## src/rtl/demux_dispatch_ctrl.sv

```systemverilog
// Dispatch controller for a 1:N demux: accepts one payload bit, picks a channel
// (round-robin or directed), then strobes it onto the demux for one cycle.
module demux_dispatch_ctrl #(
  parameter  int SEL_W = 3,
  localparam int NCH   = 2 ** SEL_W
) (
  input  logic             clk,
  input  logic             rst,
  input  logic             in_valid,
  output logic             in_ready,
  input  logic             in_data,
  input  logic [SEL_W-1:0] in_dest,
  input  logic             mode,
  input  logic [NCH-1:0]   ch_en,
  input  logic [NCH-1:0]   ch_ready,
  output logic [SEL_W-1:0] sel,
  output logic             din,
  output logic [NCH-1:0]   out_valid,
  output logic             busy,
  output logic             drop_err
);

  typedef enum logic [1:0] {S_IDLE, S_ARB, S_SEND} state_e;

  state_e             state_q, state_d;
  logic [SEL_W-1:0]   ptr_q, ptr_d;
  logic [SEL_W-1:0]   sel_q, sel_d;
  logic               din_q, din_d;
  logic [NCH-1:0]     out_valid_q, out_valid_d;
  logic               drop_err_q, drop_err_d;
  logic               busy_q, busy_d;
  logic               in_ready_q, in_ready_d;

  logic               data_q, data_d;
  logic [SEL_W-1:0]   dest_q, dest_d;
  logic               mode_q, mode_d;

  logic               rr_found;
  logic [SEL_W-1:0]   rr_idx;
  logic [SEL_W-1:0]   rr_probe;
  logic               cand_ok;
  logic [SEL_W-1:0]   cand_idx;

  // First enabled-and-ready channel at or after ptr, wrapping modulo NCH.
  always_comb begin
    rr_found = 1'b0;
    rr_idx   = ptr_q;
    rr_probe = ptr_q;
    for (int k = 0; k < NCH; k++) begin
      rr_probe = ptr_q + SEL_W'(k);
      if (!rr_found && ch_en[rr_probe] && ch_ready[rr_probe]) begin
        rr_found = 1'b1;
        rr_idx   = rr_probe;
      end
    end
  end

  always_comb begin
    if (mode_q) begin
      cand_ok  = ch_en[dest_q] && ch_ready[dest_q];
      cand_idx = dest_q;
    end else begin
      cand_ok  = rr_found;
      cand_idx = rr_idx;
    end
  end

  // NOTE: every signal driven here gets a default first, so no path can infer a latch.
  always_comb begin
    state_d     = state_q;
    ptr_d       = ptr_q;
    sel_d       = sel_q;
    din_d       = 1'b0;
    out_valid_d = '0;
    drop_err_d  = 1'b0;
    data_d      = data_q;
    dest_d      = dest_q;
    mode_d      = mode_q;

    unique case (state_q)
      S_IDLE: begin
        if (in_valid && in_ready_q) begin
          data_d  = in_data;
          dest_d  = in_dest;
          mode_d  = mode;
          state_d = S_ARB;
        end
      end
      S_ARB: begin
        if (mode_q && !ch_en[dest_q]) begin
          drop_err_d = 1'b1;
          state_d    = S_IDLE;
        end else if (cand_ok) begin
          sel_d       = cand_idx;
          din_d       = data_q;
          out_valid_d = NCH'(1) << cand_idx;
          state_d     = S_SEND;
          if (!mode_q) ptr_d = cand_idx + SEL_W'(1);
        end
      end
      S_SEND:  state_d = S_IDLE;
      default: state_d = S_IDLE;
    endcase

    in_ready_d = (state_d == S_IDLE);
    busy_d     = (state_d != S_IDLE);
  end

  // NOTE: sequential state uses non-blocking assignments so every register samples pre-edge values.
  always_ff @(posedge clk) begin
    if (rst) begin
      state_q     <= S_IDLE;
      ptr_q       <= '0;
      sel_q       <= '0;
      din_q       <= 1'b0;
      out_valid_q <= '0;
      drop_err_q  <= 1'b0;
      busy_q      <= 1'b0;
      in_ready_q  <= 1'b0;
    end else begin
      state_q     <= state_d;
      ptr_q       <= ptr_d;
      sel_q       <= sel_d;
      din_q       <= din_d;
      out_valid_q <= out_valid_d;
      drop_err_q  <= drop_err_d;
      busy_q      <= busy_d;
      in_ready_q  <= in_ready_d;
    end
  end

  // NOTE: the latched item needs no reset; it is only read after a fresh acceptance overwrites it.
  always_ff @(posedge clk) begin
    data_q <= data_d;
    dest_q <= dest_d;
    mode_q <= mode_d;
  end

  assign in_ready  = in_ready_q;
  assign sel       = sel_q;
  assign din       = din_q;
  assign out_valid = out_valid_q;
  assign busy      = busy_q;
  assign drop_err  = drop_err_q;

endmodule

```

## config.mk

```make
export PLATFORM = sky130hd
export DESIGN_NAME = demux_dispatch_ctrl
export DESIGN_NICKNAME = d
export VERILOG_FILES = /design/src/rtl/demux_dispatch_ctrl.sv
export SDC_FILE = /design/constraint.sdc
export NUM_CORES = 1
export LEC_CHECK = 0
export CAP_MARGIN = 20
export CORE_UTILIZATION = 48
export CTS_CLUSTER_SIZE = 8
export DETAILED_ROUTE_END_ITERATION = 10
export PLACE_DENSITY_LB_ADDON = 0.05
export RECOVER_POWER = 100
export SLEW_MARGIN = 30
export SYNTH_ARGS = -nofsm -noshare
export SYNTH_HDL_FRONTEND = slang
export SYNTH_SLANG_ARGS = --single-unit
```

## constraint.sdc

```tcl
create_clock -name clk -period 3.5 [get_ports clk]
set_clock_uncertainty 0.05 [all_clocks]
set_input_delay 0.875 -clock clk [delete_from_list [all_inputs] [get_ports clk]]
set_output_delay 0.875 -clock clk [all_outputs]
set_load 0.05 [all_outputs]
```

==> metrics.md, run 1 <==
| Metric | Value |
|---|---|
| Status | complete, no violations |
| Nets | 378 |
| Clk sinks | 25 |
| Share of cells above drive strength 1 | 0.398 |
| Max Clk Rate | 0.288 GHz |
| Vias | 2447 |
| Final Util | 0.736 |
| Hold_ws | 422 ps |
| Cell Int Power | about 0.61 mW |
| Part of the Yosys area used for sequential elements | 0.255 |
| CTS tree | yes |
| Seq pwr share | 0.338 |
| Worst EP arrival | 3590 ps |
| Yosys reg bits | 25 |
| Register area | 558 µm² |
| Inserted Diodes | 0 |
| Fill count | 343 |
| Switching share of power | 0.340 |
| Slew @ Worst Pin | 869 ps |
| Area Overhead vs Synth | 48.3% |
| Fraction of registers with async set/reset | 0 |
| Number of synthesized flops with an enable pin | 5 |
| Synth warn | 0 |
| Worst skew pair latency | 270 ps |
| Clk pwr share | 0.183 |
| RePlAce Congestion | roughly 1 |
| CP Max Fanout | 4 |
| Worst vdd ir | 223 µV |
| Period utilisation layout | 0.993 |
| Kind of critical path | in -> reg |
| Die area | 4780 µm² |
| Site Rows | 24 |
| Grt ovf | 0 |
| Vias in the first global route | 2187 |
| Hold buffers post-CTS | 0 |
| Routed WL per cell | 16.8 µm |
| Syn nets | 270 |
| Multi-input gate area | 1610 µm² |
| Die width | 69.1 µm |
| Core Area | between 4000 and 5000 µm² |
| Hold Vio Cnt, Final | 0 |
| Starting Density | 0.497 |
| Final setup violation count | 0 |
| DRC Markers | 0 |
| Post-synthesis cell type count | 65 |
| Clock buffer depth | 2 |
| Capturing element type of the critical path | flop |
| Max-slew headroom | 0.416 |
| Area share of the leading cell type in the synthesized netlist | 0.185 |
| Number of buffers created by CTS | 3 |
| Vias/cell | 6.13 |
| Final max-slew violation count | 0 |
| Hold path cells | 1 |
| Clock root buffer | clkbuf_8 |
| Post-Synthesis Cells | 240 |
| Initial antenna violation count | 0 |
| Switching power | 0.314 mW |
| Lkg Pwr | 1.36 nW |
| R2R depth | 14 |
| Port Buf Inserts | 38 |
| GRT Util Overall | 0.272 |
| Max-cap check violation count | 0 |
| Largest net degree at the start of global routing | 29 |
| Detailed Route WL | 6700 µm |
| Worst Path Required | 3610 ps |
| Synthesized area per cell | 9.01 µm² |
| Yosys top cell by area | dfxtp_1 |
| Die height | a little under 70 µm |
| Post-detail-place hpwl | ~5000 µm |
| I/O Pins | 39 |
| Comb pwr share | 0.479 |
| Post-layout min period | 3480 ps |
| First-pass DRT Iterations | 5 |
| Ratio of total power to cell area | 288 nW/µm² |
| Htree depth | 1 |
| Synth area leaders | dfxtp_1, mux4_2, edfxtp_1, nor3_1, ha_1 |
| First-pass GRT wire length | roughly 10000 µm |
| Post-DRT Antenna Nets | 0 |
| Most used DFF post-synth | dfxtp_1 |
| Worst-path clk slew | 80 ps |
| Mapped cell area | approximately 2200 µm² |
| Starting DRT DRC Count | 221 |
| CP startpoint kind | input port |
| Hold Path Class | reg -> reg |
power by group through the flow:
stage               sequential [mW]  combinational, mW  clock, mW
floorplan                     0.331              0.209          0
global placement              0.320              0.391          0
detailed placement            0.320              0.394          0
CTS                           0.313              0.401      0.172
global route                  0.314              0.471      0.182
finish                        0.312              0.442      0.169
stage by stage:
stage / instance area [µm²] / worst slack, ps / setup TNS, ps / cells / power, mW
6_report: 3210 / 22.8 / 0 / 399 / 0.924
3_3_place_gp: 3050 / -562 / -5020 / 382 / 0.710
4_1_cts: 3150 / 0.107 / 0 / 391 / 0.887
3_5_place_dp: 3050 / -634 / -5650 / 382 / 0.714
2_1_floorplan: 2220 / 20.4 / 0 / 240 / 0.540
5_1_grt: 3210 / -42.2 / -81.5 / 399 / 0.967
worst paths after layout:
kind                          from                     to  slack (ps)
max reg2reg  ptr_q[0]$_SDFFE_PP0P_  ptr_q[2]$_SDFFE_PP0P_          80
max                       ch_en[5]  ptr_q[2]$_SDFFE_PP0P_          20
min reg2reg       data_q$_DFFE_PP_         din$_SDFF_PP0_         420
min               data_q$_DFFE_PP_         din$_SDFF_PP0_         420
cells in the mapped netlist, types with 2 or more instances:
| library cell | number |
|---|---|
| inv_1 | 11 |
| mux2i_1 | 5 |
| nand2_1 | 20 |
| o21a_1 | 4 |
| o211a_1 | 2 |
| a21oi_1 | 9 |
| inv_2 | 3 |
| mux2_2 | 2 |
| o2111a_1 | 2 |
| buf_2 | 3 |
| nor3_1 | 18 |
| nand3_1 | 11 |
| a21o_1 | 2 |
| buf_4 | 3 |
| nand4b_1 | 6 |
| nand4_1 | 5 |
| mux4_2 | 8 |
| and2_1 | 3 |
| o22a_1 | 2 |
| mux4_1 | 2 |
| o211ai_1 | 3 |
| clkbuf_1 | 2 |
| a211o_1 | 2 |
| ha_1 | 6 |
| buf_6 | 3 |
| nand4bb_1 | 2 |
| nor3b_1 | 2 |
| o41ai_1 | 2 |
| o21ai_0 | 10 |
| edfxtp_1 | 5 |
| a211oi_1 | 5 |
| nand3b_1 | 4 |
| a31oi_1 | 3 |
| nor2_1 | 14 |
| dfxtp_1 | 20 |
| nand2b_1 | 7 |
cell type report:
type / count / share of cell area
Tap cell: 52 / 0.0203
Inverter: 14 / 0.0179
Multi-Input combinational cell: 190 / 0.501
Clock buffer: 4 / 0.0140
Sequential cell: 25 / 0.174
Timing Repair Buffer: 114 / 0.273
cell families after synthesis:
family | share of synthesized area
and+or+nand+nor | 0.282
adders and majority gates | 0.0347
xor gates and xnor gates | 0.00753
AOI/OAI and AO/OA | 0.207
DFF | 0.255
muxes | 0.152
buffers and inverters | 0.0625
worst max-delay path, cell delays in order:
cell and delay (ps):
clkdlybuf4s15_1 190, nand2_2 80, mux4_2 500, o211a_4 290, a21oi_2 150, nor2_2 70
or4_4 540, a31oi_4 170, inv_2 80, ha_4 170, nand2b_1 70, nor4b_1 50
or3b_1 340
metal layers:
| layer | GRT usage | wire, µm | vias to the layer above |
|---|---|---|---|
| li1 | - | - | 1144 |
| met1 | 0.393 | 3000 | 1171 |
| met3 | 0.0453 | 442 | 12 |
| met2 | 0.426 | 3130 | 120 |
| met4 | 0.0635 | 133 | 0 |
| met5 | 0 | 0 | - |
repair_timing:
| item | in CTS | in global routing |
|---|---|---|
| setup buffers | 5 | 7 |
| cloned | 0 | 1 |
| pin swaps | 9 | 12 |
| resized for setup | 29 | 45 |
| endpoints found under the setup margin | 11 | 9 |
sequential cells by signal, indices dropped and copies added (netlist names):
signal,flops
dest_q,3
out_valid,8
din,1
mode_q,1
sel,3
ptr_q,3
busy,1
in_ready,1
drop_err,1
data_q,1
state_q,2
cell usage in the layout, fill, tap and decap left out, types with 2 or more instances in the layout:
master,synthesis,routed
nand4_1,5,5
mux2i_1,5,5
o211ai_1,3,3
clkbuf_2,0,15
nand2_2,0,4
or4_4,1,2
a211o_1,2,2
inv_2,3,3
nand2b_1,7,7
o21ai_0,10,8
and2_1,3,3
nor2_1,14,12
nor3_1,18,17
nand4b_1,6,6
ha_4,0,2
dfxtp_4,0,2
o22a_1,2,2
a21oi_1,9,7
inv_4,0,2
clkbuf_8,0,3
buf_6,3,3
dlygate4sd3_1,0,21
a21oi_2,0,2
dfxtp_1,20,18
o21a_1,4,4
buf_4,3,69
nand3_1,11,11
mux4_2,8,9
nand2_1,20,16
a21o_1,2,2
clkbuf_1,2,4
mux2_2,2,2
a211oi_1,5,5
o2111a_1,2,2
nor2_2,0,2
nand4bb_1,2,2
ha_1,6,4
inv_1,11,9
edfxtp_1,5,5
nand3b_1,4,4
Note: power is estimated with default switching activity, not from simulation.
==> inputs of run 2 (changes only) <==
CORE_ASPECT_RATIO = 0.7   (was default)
CTS_CLUSTER_SIZE = default   (was 8)
==> run 2 against run 1 <==
Die area about the same; sequential cell count unchanged; sequential share of layout area up 0.15 points; largest power group unchanged; utilization down 0.21 points; highest routed layer unchanged; via count down 3.2%; largest cell class unchanged.
==> metrics.md, run 2 (same netlist as run 1, synthesis figures left out) <==
| Metric | Value |
|---|---|
| Status | complete, no violations |
| Vias in the first global route | 2161 (-1.2%) |
| Max-slew headroom | 0.417 (+0.000802) |
| Initial antenna violation count | 0 (unchanged) |
| Slew @ Worst Pin | 868 ps (-1.19 ps) |
| Final max-slew violation count | 0 (unchanged) |
| Final Cell Area | 3180 µm² (-0.86%) |
| Kind of critical path | in -> reg |
| Number of buffers created by CTS | 3 (unchanged) |
| Die width | 82.2 µm (+19%) |
| Post-detail-place hpwl | 5230 µm (+5.1%) |
| Worst skew pair latency | 270 ps (about the same) |
| Starting Density | 0.499 (+0.00287) |
| DRC Markers | 0 (unchanged) |
| Hold_ws | 403 ps (-18.9 ps) |
| CP startpoint kind | input port |
| Commonest non-fill, non-tap cells in the layout | buf_4, dlygate4sd3_1, nor3_1, dfxtp_1, nand2_1 |
| Vias/cell | 5.98 (-2.5%) |
| I/O Pins | 39 (unchanged) |
| Post-DRT Antenna Nets | 0 (unchanged) |
| Port Buf Inserts | 38 (unchanged) |
| Lkg Pwr | 1.34 nW (-1.4%) |
| Final setup violation count | 0 (unchanged) |
| Area Overhead vs Synth | 47.0% |
| Detailed Route WL | 6680 µm (-0.36%) |
| Clk sinks | 25 (unchanged) |
| Die area | 4780 µm² (about the same) |
| Nets | 372 (-1.6%) |
| First-pass DRT Iterations | 5 (unchanged) |
| Post-layout min period | 3410 ps (-63.9 ps) |
| RSZ-0062 raised after global routing | true |
| CP Max Fanout | 4 (unchanged) |
| Inserted Diodes | 0 (unchanged) |
| R2r setup slk | 100 ps (+20 ps) |
| Worst vdd ir | 262 µV (+18%) |
| First-pass GRT wire length | 10500 µm (+0.59%) |
| Fill count | 357 (+4.1%) |
| Clock root buffer | clkbuf_8 |
| Max-cap check violation count | 0 (unchanged) |
| Starting DRT DRC Count | 207 (-6.3%) |
| Routed WL per cell | 16.9 µm (+0.40%) |
| Hold Path Class | reg -> reg |
| Hold Vio Cnt, Final | 0 (unchanged) |
| Core Area | 4330 µm² (-0.57%) |
| Hold buffers post-CTS | 0 (unchanged) |
| Placed cell areas | 3060 µm² (+0.53%) |
| Worst Path Required | 3610 ps (about the same) |
| Site Rows | 20 (-17%) |
| CTS tree | yes |
| Ratio of total power to cell area | 288 nW/µm² (+0.13%) |
| Period utilisation layout | 0.975 (-0.0182) |
| Clock buffer depth | 2 (unchanged) |
| Grt ovf | 0 (unchanged) |
| Share of cells above drive strength 1 | 0.384 (-0.0135) |
| Worst EP arrival | 3520 ps (-70 ps) |
| Commonest non-fill, non-tap cell in the layout | buf_4 |
| Vias | 2368 (-3.2%) |
| Number of flip-flops in the largest register | 8 (unchanged) |
| GRT Util Overall | 0.299 (+0.0272) |
| Die height | 58.2 µm (-16%) |
| Filler-free cell count of the finished design | 396 (-0.75%) |
| Post-Place Cells | 385 (+0.79%) |
| Worst-path clk slew | 80 ps (about the same) |
| Max Clk Rate | 0.293 GHz (+1.9%) |
| Largest net degree at the start of global routing | 29 (unchanged) |
| Htree depth | 1 (unchanged) |
| RePlAce Congestion | 0.937 (-6.4%) |
| Setup TNS | 0 ps (unchanged) |
| Capturing element type of the critical path | flop |
==> run 2: cell types whose count changed in the layout (fill, tap and decap cells not counted), moves of 2 or more <==
cell	previous run	this run
buf_12	0	2
buf_4	69	64
nand3_1	11	9
nand3_2	0	2
o21ai_0	8	10
==> run 2: critical path: stages <==
cell      delay, ps
clkbuf_1        120
nand2_2          90
mux4_2          510
o211a_4         300
a21oi_2         150
nor2_2           50
or4_4           540
a31oi_4         160
inv_2            50
ha_2            190
nand2b_1         70
nor4b_1          60
or3b_1          340
==> run 2: metrics by stage <==
step	total power [mW]	util	worst slack, ps
after floorplan	0.540	-	20.4
after CTS	0.885	0.724	0.335
after global routing	0.960	0.734	-61.1
after global placement	0.711	0.708	-610
final	0.917	0.734	86.6
after detailed placement	0.717	0.708	-650
==> run 2: area by class of cell <==
class,count,area (µm²),share of cell area
Clock buffer,4,45.0,0.0142
Inverter,14,57.6,0.0181
Multi-Input combinational cell,189,1590,0.500
Sequential cell,25,558,0.176
Tap cell,55,68.8,0.0216
Timing Repair Buffer,109,861,0.271
==> run 2: power breakdown <==
part / switching, mW / internal [mW] / leakage (nW)
sequential: 0.00881 / 0.303 / 0.210
clock: 0.0870 / 0.0815 / 0.0228
combinational: 0.215 / 0.222 / 1.11
total: 0.311 / 0.606 / 1.34
==> run 2: layer usage <==
layer  GRT usage  routed length (µm)
met1       0.469                3340
met2       0.427                2710
met4      0.0627                  76
met3      0.0472                 556
met5           0                   0
==> run 2: repair_timing <==
action | 4_1_cts | 5_1_grt
pin swaps | 8 | 15
gates resized for setup | 29 | 42
endpoints found under the setup margin | 11 | 6
cloned | 0 | 0
setup buffers | 2 | 5
==> run 2: final timing paths <==
| path | from | to | cells after the start |
|---|---|---|---|
| worst max-delay path | ch_en[5] | ptr_q[2]$_SDFFE_PP0P_ | 13 |
| worst min-delay path | data_q$_DFFE_PP_ | din$_SDFF_PP0_ | 1 |
| worst max register to register | ptr_q[0]$_SDFFE_PP0P_ | ptr_q[2]$_SDFFE_PP0P_ | 14 |
| worst min register to register | data_q$_DFFE_PP_ | din$_SDFF_PP0_ | 1 |
